### src/rtl/cordic_ci_sequencer.sv
// -----------------------------------------------------------------------------
// cordic_ci_sequencer
//
// Multi-cycle custom-instruction front end for the CORDIC cosine accelerator.
// A single-precision angle is accepted from the CPU and checked for range. The
// sequencer then drives the external float->fixed converter, launches the
// iterative CORDIC core, and passes the core result through the external
// fixed->float converter. The float result is returned with a done pulse that
// lasts one enabled cycle.
//
// Parameters
//   FX_W     fixed-point width (sign, 1 integer bit, FX_W-2 fraction bits)
//   TIMEOUT  enabled cycles allowed in WAIT for core_done before abort
//   NAN_VAL  result returned for an invalid operand or a core timeout
//
// Ports
//   clk         system clock
//   reset       asynchronous active-low reset
//   clk_en      clock enable; low freezes every register
//   start       request pulse, only honoured in IDLE
//   dataa       IEEE-754 single operand (angle in radians)
//   done        result valid (high for one enabled cycle)
//   result      IEEE-754 single cos(dataa)
//   err         sticky: last operation was invalid or timed out
//   ft2fx_in    operand to the external float->fixed converter
//   ft2fx_out   float->fixed converter output
//   core_start  one-cycle launch strobe to the CORDIC core
//   core_ang    angle to the core, stable from launch until core_done
//   core_done   core result valid, single-cycle pulse
//   core_res    core fixed-point cosine
//   fx2ft_in    value to the external fixed->float converter
//   fx2ft_out   fixed->float converter output
// -----------------------------------------------------------------------------
module cordic_ci_sequencer #(
    parameter int          FX_W    = 24,
    parameter int          TIMEOUT = 64,
    parameter logic [31:0] NAN_VAL = 32'h7FC00000
) (
    input  logic            clk,
    input  logic            reset,
    input  logic            clk_en,
    input  logic            start,
    input  logic [31:0]     dataa,
    output logic            done,
    output logic [31:0]     result,
    output logic            err,
    output logic [31:0]     ft2fx_in,
    input  logic [FX_W-1:0] ft2fx_out,
    output logic            core_start,
    output logic [FX_W-1:0] core_ang,
    input  logic            core_done,
    input  logic [FX_W-1:0] core_res,
    output logic [FX_W-1:0] fx2ft_in,
    input  logic [31:0]     fx2ft_out
);

    // The wait counter must be able to hold TIMEOUT-1, the value at which the
    // last permitted WAIT cycle is evaluated.
    localparam int               CNT_W    = $clog2(TIMEOUT + 1);
    localparam logic [CNT_W-1:0] CNT_LAST = CNT_W'(TIMEOUT - 1);

    // Largest magnitude accepted: the bit pattern of +1.0 with the sign removed.
    localparam logic [30:0] MAG_ONE = 31'h3F800000;

    typedef enum logic [2:0] {
        ST_IDLE,
        ST_CVT_IN,
        ST_LAUNCH,
        ST_WAIT,
        ST_CVT_OUT,
        ST_DONE
    } state_t;

    // -------------------------------------------------------------------------
    // Registered state
    // -------------------------------------------------------------------------
    state_t           state;
    logic [31:0]      op_reg;
    logic [FX_W-1:0]  ang_reg;
    logic [FX_W-1:0]  res_fx;
    logic [31:0]      result_reg;
    logic             err_reg;
    logic [CNT_W-1:0] wait_cnt;

    // -------------------------------------------------------------------------
    // Next-state values
    // -------------------------------------------------------------------------
    state_t           state_next;
    logic [31:0]      op_next;
    logic [FX_W-1:0]  ang_next;
    logic [FX_W-1:0]  res_fx_next;
    logic [31:0]      result_next;
    logic             err_next;
    logic [CNT_W-1:0] wait_cnt_next;

    logic             op_invalid;

    // An operand is rejected when it is Inf/NaN (all-ones exponent) or when
    // its magnitude exceeds 1.0. Comparing the raw bit patterns is enough
    // because IEEE-754 magnitudes order the same way as their encodings.
    // Exactly 1.0 is still accepted.
    assign op_invalid = (op_reg[30:23] == 8'hFF) || (op_reg[30:0] > MAG_ONE);

    // -------------------------------------------------------------------------
    // Next-state and datapath decisions. Every register keeps its value unless
    // the current state explicitly updates it.
    // -------------------------------------------------------------------------
    always_comb begin
        state_next    = state;
        op_next       = op_reg;
        ang_next      = ang_reg;
        res_fx_next   = res_fx;
        result_next   = result_reg;
        err_next      = err_reg;
        wait_cnt_next = wait_cnt;

        unique case (state)
            ST_IDLE: begin
                if (start) begin
                    op_next    = dataa;
                    err_next   = 1'b0;
                    state_next = ST_CVT_IN;
                end
            end

            ST_CVT_IN: begin
                // Invalid operands skip the core entirely.
                if (op_invalid) begin
                    result_next = NAN_VAL;
                    err_next    = 1'b1;
                    state_next  = ST_DONE;
                end else begin
                    ang_next   = ft2fx_out;
                    state_next = ST_LAUNCH;
                end
            end

            ST_LAUNCH: begin
                wait_cnt_next = '0;
                state_next    = ST_WAIT;
            end

            ST_WAIT: begin
                // core_done is checked before the timeout so that a result
                // arriving on the last permitted cycle is still accepted.
                if (core_done) begin
                    res_fx_next = core_res;
                    state_next  = ST_CVT_OUT;
                end else if (wait_cnt == CNT_LAST) begin
                    result_next = NAN_VAL;
                    err_next    = 1'b1;
                    state_next  = ST_DONE;
                end else begin
                    wait_cnt_next = wait_cnt + 1'b1;
                end
            end

            ST_CVT_OUT: begin
                result_next = fx2ft_out;
                state_next  = ST_DONE;
            end

            ST_DONE: begin
                state_next = ST_IDLE;
            end

            default: begin
                state_next = ST_IDLE;
            end
        endcase
    end

    // -------------------------------------------------------------------------
    // Register bank. clk_en low holds everything, including the FSM, so a
    // pending done stays visible until an enabled edge consumes it.
    // -------------------------------------------------------------------------
    always_ff @(posedge clk or negedge reset) begin
        if (!reset) begin
            state      <= ST_IDLE;
            op_reg     <= '0;
            ang_reg    <= '0;
            res_fx     <= '0;
            result_reg <= '0;
            err_reg    <= 1'b0;
            wait_cnt   <= '0;
        end else if (clk_en) begin
            state      <= state_next;
            op_reg     <= op_next;
            ang_reg    <= ang_next;
            res_fx     <= res_fx_next;
            result_reg <= result_next;
            err_reg    <= err_next;
            wait_cnt   <= wait_cnt_next;
        end
    end

    // -------------------------------------------------------------------------
    // Outputs. core_start is qualified with clk_en so the core sees exactly
    // one launch edge, and it falls as soon as reset forces the FSM to IDLE.
    // -------------------------------------------------------------------------
    assign done       = (state == ST_DONE);
    assign core_start = (state == ST_LAUNCH) && clk_en;
    assign core_ang   = ang_reg;
    assign result     = result_reg;
    assign err        = err_reg;
    assign ft2fx_in   = op_reg;
    assign fx2ft_in   = res_fx;

endmodule

### config.mk
export PLATFORM = sky130hd
export DESIGN_NAME = cordic_ci_sequencer
export DESIGN_NICKNAME = d
export VERILOG_FILES = /design/src/rtl/cordic_ci_sequencer.sv
export SDC_FILE = /design/constraint.sdc
export NUM_CORES = 1
export LEC_CHECK = 0
export CORE_ASPECT_RATIO = 0.9
export CORE_MARGIN = 4
export CORE_UTILIZATION = 43
export CTS_CLUSTER_SIZE = 12
export DETAILED_ROUTE_END_ITERATION = 12
export PLACE_DENSITY_LB_ADDON = 0.05
export SYNTH_ARGS = -nofsm -noshare
export SYNTH_HDL_FRONTEND = slang
export SYNTH_SLANG_ARGS = --single-unit
### constraint.sdc
create_clock -name clk -period 1.85 [get_ports clk]
set_input_delay 0.37 -clock clk [delete_from_list [all_inputs] [get_ports clk]]
set_output_delay 0.37 -clock clk [all_outputs]
set_load 0.05 [all_outputs]
==> results of run 1 <==
[power by group]
part / switching [mW] / leakage [nW] / total, mW / internal, mW
sequential: 0.973 / 1.47 / 4.95 / 3.97
combinational: 6.53 / 2.24 / 10.0 / 3.46
clock: 1.15 / 0.287 / 3.26 / 2.12
[worst max-delay path: stages (launching register included)]
cell and delay (ns):
dfrtp_2 0.36, inv_2 0.04, or3_4 0.39, nor2_4 0.14
buf_12 0.15
[metal layers]
metal  vias to the layer above  GRT usage (%)  part of all wire, %
met2                       160           35.8                   50
met5                         -              0                    0
met1                      2410           27.2                   41
li1                       2355              -                    -
met4                         0           7.56                  1.7
met3                        19           6.94                  7.3
[what timing repair did]
item                                    in CTS  in global routing
setup buffers                                4                  1
gates resized for setup                     14                 14
hold buffers                                 1                  0
endpoints found under the hold margin      120                  0
gates cloned                                 0                  1
endpoints found under the setup margin       6                 58
pin swaps                                    2                  3
[path summary, 6_finish.rpt]
kind / startpoint / endpoint / slack [ns] / cells after the start
min in group asynchronous: reset / fx2ft_in[16] / 0.52 / 3
max: state[1] / core_start / -0.02 / 4
min: fx2ft_in[13] / fx2ft_in[13] / 0.49 / 1
max in group asynchronous: reset / ft2fx_in[29] / 1.03 / 3
max reg2reg: state[2] / result[17] / 0 / 5
min reg2reg: fx2ft_in[13] / fx2ft_in[13] / 0.49 / 1
[through the flow]
stage | power, mW | std cells | worst slack (ns) | area [µm²]
3_3_place_gp | 14.5 | 905 | -0.333 | 8200
5_1_grt | 19.1 | 944 | -0.0635 | 8960
4_1_cts | 18.2 | 942 | -0.0474 | 8860
2_1_floorplan | 11.4 | 508 | -0.0124 | 5690
6_report | 18.2 | 944 | -0.0184 | 8960
3_5_place_dp | 14.8 | 905 | -0.342 | 8200
[cell usage in the layout, fill, tap and decap left out, types with 4 or more instances in the layout]
| cell type | synthesis | routed |
|---|---|---|
| inv_1 | 35 | 35 |
| o211ai_1 | 28 | 28 |
| nand4_1 | 4 | 4 |
| dfrtp_2 | 0 | 11 |
| o22ai_1 | 24 | 19 |
| nand2_1 | 76 | 76 |
| buf_6 | 2 | 4 |
| clkdlybuf4s50_1 | 0 | 114 |
| o31ai_1 | 4 | 4 |
| clkbuf_1 | 17 | 4 |
| mux2_1 | 56 | 56 |
| clkbuf_8 | 0 | 4 |
| a211oi_1 | 19 | 17 |
| nand3_1 | 5 | 5 |
| dfrtp_1 | 123 | 112 |
| clkbuf_16 | 0 | 18 |
| buf_12 | 0 | 13 |
| buf_4 | 0 | 138 |
| o22ai_2 | 0 | 5 |
| a21oi_1 | 5 | 5 |
| clkinv_2 | 0 | 4 |
| o211ai_2 | 20 | 20 |
| o21ai_0 | 5 | 5 |
| nor2_1 | 15 | 14 |
[area by class of cell]
type	count	area, µm²
timing repair buffer	274	2540
sequential	123	3090
fill	939	3830
inverter	37	139
clock inverter	7	87.6
clock buffer	25	495
multi-input combinational	314	2390
tap	164	205
[kinds of logic (layout without fill, tap and decap cells)]
logic type	count (synthesis)	in the layout
compound gates	122	122
fa+ha+maj	1	1
buf+inv	71	343
flops	123	123
mux	58	58
simple gates	133	133
==> impl_metrics.tcl, run 1 <==
set metrics [dict create \
    p_leak_nw 3.99 \
    vias 4944 \
    globalplace.congestion 0.866 \
    synth_compound_area_share_pct 17.4 \
    worstMarginPinSlew_ns 0.495 \
    via_per_inst 5.24 \
    numClockSinks 123 \
    synth_top_cell_by_area "dfrtp_1" \
    synth_mux_area_share_pct 11.5 \
    h-tree-depth 4 \
    nets 885 \
    drv_cap 0 \
    cp-end-kind "output pin" \
    first_iter_violations 296 \
    worstPathArrival_ns 1.50 \
    grt_pass1_wl_mm 25.9 \
    start_util_pct 44.3 \
    ys.flop_type "dfrtp_1" \
    netlist_instances 508 \
    cts_tree "built" \
    status "finished, violations left" \
    pin_count 232 \
    synth-xor-area-share_pct 0 \
    finalSetupViolations 4 \
    post-route-period-util_pct 101 \
    final_critical_path_setup_slack_ns -0.0184 \
    cts-buffers-inserted 17 \
    io_buffers 231 \
    min_path_type "reg -> reg" \
    path_class "reg -> out" \
    ys_warn_count 0 \
    ant_nets 0 \
    synth_top_family_by_area "compound AO/OA/AOI/OAI gates" \
    rsz0062_at_grt "true" \
    syn-cell-area_mm2 0.00566 \
    track_usage_pct 21.7 \
    peakVddDrop_uv 1170 \
    ys_types 49 \
    dp_hpwl_mm 11.5 \
    drv_slew 0 \
    setup_tns_ns -0.0291 \
    ys_seq_area_share_pct 54.4 \
    clockBufferDepth 2 \
    synth_nets 626 \
    synth_simple_gate_area_share_pct 11.2 \
    wl_per_cell_um 17.0 \
    synth.area.top_cells "dfrtp_1 (54%), mux2_1 (11%), nand2_1 (5.0%)" \
    violations "negative setup slack" \
    antenna_found_initial 0 \
    finalHoldViolations 0 \
    fin_crit_ns 1.87 \
    synth_seq_cells 123 \
    drive_gt1_share_pct 31.2 \
    clkLatencyLatePin_ns 0.42 \
    n_antenna_cell 0 \
    synthAdderAreaFrac_pct 0.221 \
    rows 39 \
    clk_pin_slew_ns 0.05 \
    grt.overflow.total 0 \
    grt_pass1_vias 5150 \
    grt_max_degree 64 \
    hold_slack_ns 0.491 \
    fp.dieArea_mm2 0.0151 \
    powerDensity_mw_per_mm2 2030 \
    worstPathRequired_ns 1.48 \
    fmax_mhz 535 \
    synth_edf_count 0 \
    cts-root-buf "clkbuf_16" \
    core_area_mm2 0.0128 \
    synthArstFlopShare_pct 100 \
    area_growth_pct 58.2 \
    drcViolationCount 0 \
    startpoint_type "flop" \
    dr.pass1.iters 5 \
    syn_avg_cell_area_um2 11.1 \
    routed_wl_mm 16.1 \
    slew_headroom_pct 67.2 \
    synth_common_cells "dfrtp_1 (123), nand2_1 (76), mux2_1 (56)" \
    die_h_um 117 \
    final_core_util_pct 70.1 \
    yosysMostFrequentCell "dfrtp_1" \
    path_max_fanout 3 \
    synth_top_area_share_pct 54.4 \
    die_w_um 129 \
    clock_skew_ns 0.0131 \
]
No activity file was read; power rests on OpenSTA's default activity.
==> inputs of run 2 (changes only) <==
Settings changed: SKIP_LAST_GASP set to 1.
==> run 2 against run 1 <==
  * The flow still finishes with violations (negative setup slack)
  * Worst hold slack about the same
  * Sequential share of layout area grew 0.24 points
  * Non-clock buffer count shrank 1
  * Largest cell class unchanged
  * Critical path depth decreased by 1
  * Routed wire length up 0.49%
  * Largest power group unchanged
  * Die area is the same
  * Setup slack got worse by 0.046 ns
  * Sequential power is essentially flat
  * Power is 0.60% lower
  * Combinational power is essentially flat
  * Highest routed layer unchanged
==> impl_metrics.tcl, run 2 (synthesis results as in run 1) <==
set metrics [dict create \
    globalplace.congestion 0.866 \
    setup_tns_ns -0.450 \
    cts-root-buf "clkbuf_16" \
    worstMarginPinSlew_ns 0.495 \
    placed_area_mm2 0.00820 \
    rows 39 \
    comb_power_share_pct 54.8 \
    numClockSinks 123 \
    grt.overflow.total 0 \
    final_critical_path_setup_slack_ns -0.0640 \
    area_growth_pct 57.1 \
    rsz0062_at_grt "true" \
    p_leak_nw 3.97 \
    power.total_mw 18.1 \
    fillCellCount 950 \
    ant_nets 0 \
    via_per_inst 5.25 \
    antenna_found_initial 0 \
    first_iter_violations 320 \
    fin_area_mm2 0.00889 \
    switchingPower_mw 8.62 \
    final_cell_mix "buf_4 (140), clkdlybuf4s50_1 (114), dfrtp_1 (112)" \
    wl_per_cell_um 17.1 \
    grt_max_degree 64 \
    path_class "reg -> out" \
    clkLatencyLatePin_ns 0.42 \
    die_w_um 129 \
    die_h_um 117 \
    min_path_type "reg -> reg" \
    core_area_mm2 0.0128 \
    finalHoldViolations 0 \
    peakVddDrop_uv 1140 \
    powerDensity_mw_per_mm2 2030 \
    clockBufferDepth 2 \
    violations "negative setup slack" \
    finalNonFillerCells 943 \
    drive_gt1_share_pct 30.2 \
    worstPathArrival_ns 1.54 \
    io_buffers 231 \
    switching_share_pct 47.6 \
    fin_crit_ns 1.91 \
    dp_hpwl_mm 11.5 \
    cts_tree "built" \
    cp-end-kind "output pin" \
    start_util_pct 44.3 \
    startpoint_type "flop" \
    seq_area_mm2 0.00309 \
    drcViolationCount 0 \
    p_clk_share_pct 18.1 \
    track_usage_pct 21.7 \
    h-tree-depth 4 \
    finalSetupViolations 33 \
    dr.pass1.iters 4 \
    grt_pass1_wl_mm 25.9 \
    routed_wl_mm 16.2 \
    p_int_mw 9.48 \
    grt_pass1_vias 5150 \
    power_frac_seq_pct 27.2 \
    fp.dieArea_mm2 0.0151 \
    hold_slack_ns 0.491 \
    status "finished, violations left" \
    final_common_cell "buf_4" \
    n_antenna_cell 0 \
    pin_count 232 \
    drv_cap 0 \
    drv_slew 0 \
    nets 884 \
    slew_headroom_pct 67.2 \
    clk_pin_slew_ns 0.05 \
    cts-buffers-inserted 17 \
    post-route-period-util_pct 103 \
    path_max_fanout 3 \
    worstPathRequired_ns 1.48 \
    placedCellCount 905 \
    fmax_mhz 522 \
    vias 4948 \
    clock_skew_ns 0.00958 \
    multi_input_area_mm2 0.00235 \
]
-- run 2: path summary, 6_finish.rpt --
| check | endpoint | slack [ns] | cells after the start | start |
|---|---|---|---|---|
| max reg2reg | core_ang[13] | -0.04 | 7 | state[2] |
| min | fx2ft_in[13] | 0.49 | 1 | fx2ft_in[13] |
| min reg2reg | fx2ft_in[13] | 0.49 | 1 | fx2ft_in[13] |
| min in group asynchronous | fx2ft_in[18] | 0.51 | 3 | reset |
| max | core_start | -0.06 | 3 | state[2] |
| max in group asynchronous | ft2fx_in[29] | 1.02 | 3 | reset |
-- run 2: area by class of cell --
type / count / area share, %
Clock buffer: 25 / 5.57
Multi-Input combinational cell: 314 / 26.4
Timing Repair Buffer: 273 / 28.4
Tap cell: 164 / 2.31
Clock inverter: 7 / 0.985
Sequential cell: 123 / 34.8
Inverter: 37 / 1.56
-- run 2: power by group through the flow --
stage | clock [mW] | sequential, mW | combinational, mW
2_1_floorplan | 0 | 8.87 | 2.56
3_3_place_gp | 0 | 4.87 | 9.67
3_5_place_dp | 0 | 4.95 | 9.85
4_1_cts | 3.33 | 4.92 | 9.97
5_1_grt | 3.46 | 5.07 | 10.5
6_report | 3.27 | 4.92 | 9.91
-- run 2: worst max-delay path: stages (launching register included) --
cell and delay [ns]:
dfrtp_2 0.41, or3_4 0.43, nor2_4 0.15, buf_12 0.15
-- run 2: layer usage --
metal | wire, µm | global-route usage (%) | vias up
met5 | 0 | 0 | -
met4 | 256 | 7.56 | 0
met1 | 6750 | 27.2 | 2407
met2 | 7970 | 35.8 | 175
met3 | 1190 | 6.94 | 17
li1 | - | - | 2349
-- run 2: metrics by stage --
stage / setup WS [ns] / utilization, %
after floorplan: -0.0124 / -
after global placement: -0.333 / 64.1
after detailed placement: -0.342 / 64.1
after CTS: -0.0885 / 69.2
after global routing: -0.113 / 69.6
final: -0.0640 / 69.6
-- run 2: what timing repair did --
item                                    CTS  global route
endpoints found under the hold margin   120             0
buffers inserted                          4             0
hold buffers                              1             0
resized for setup                        12             4
gates cloned                              0             1
endpoints found under the setup margin    6            83
pin swaps                                 1             1
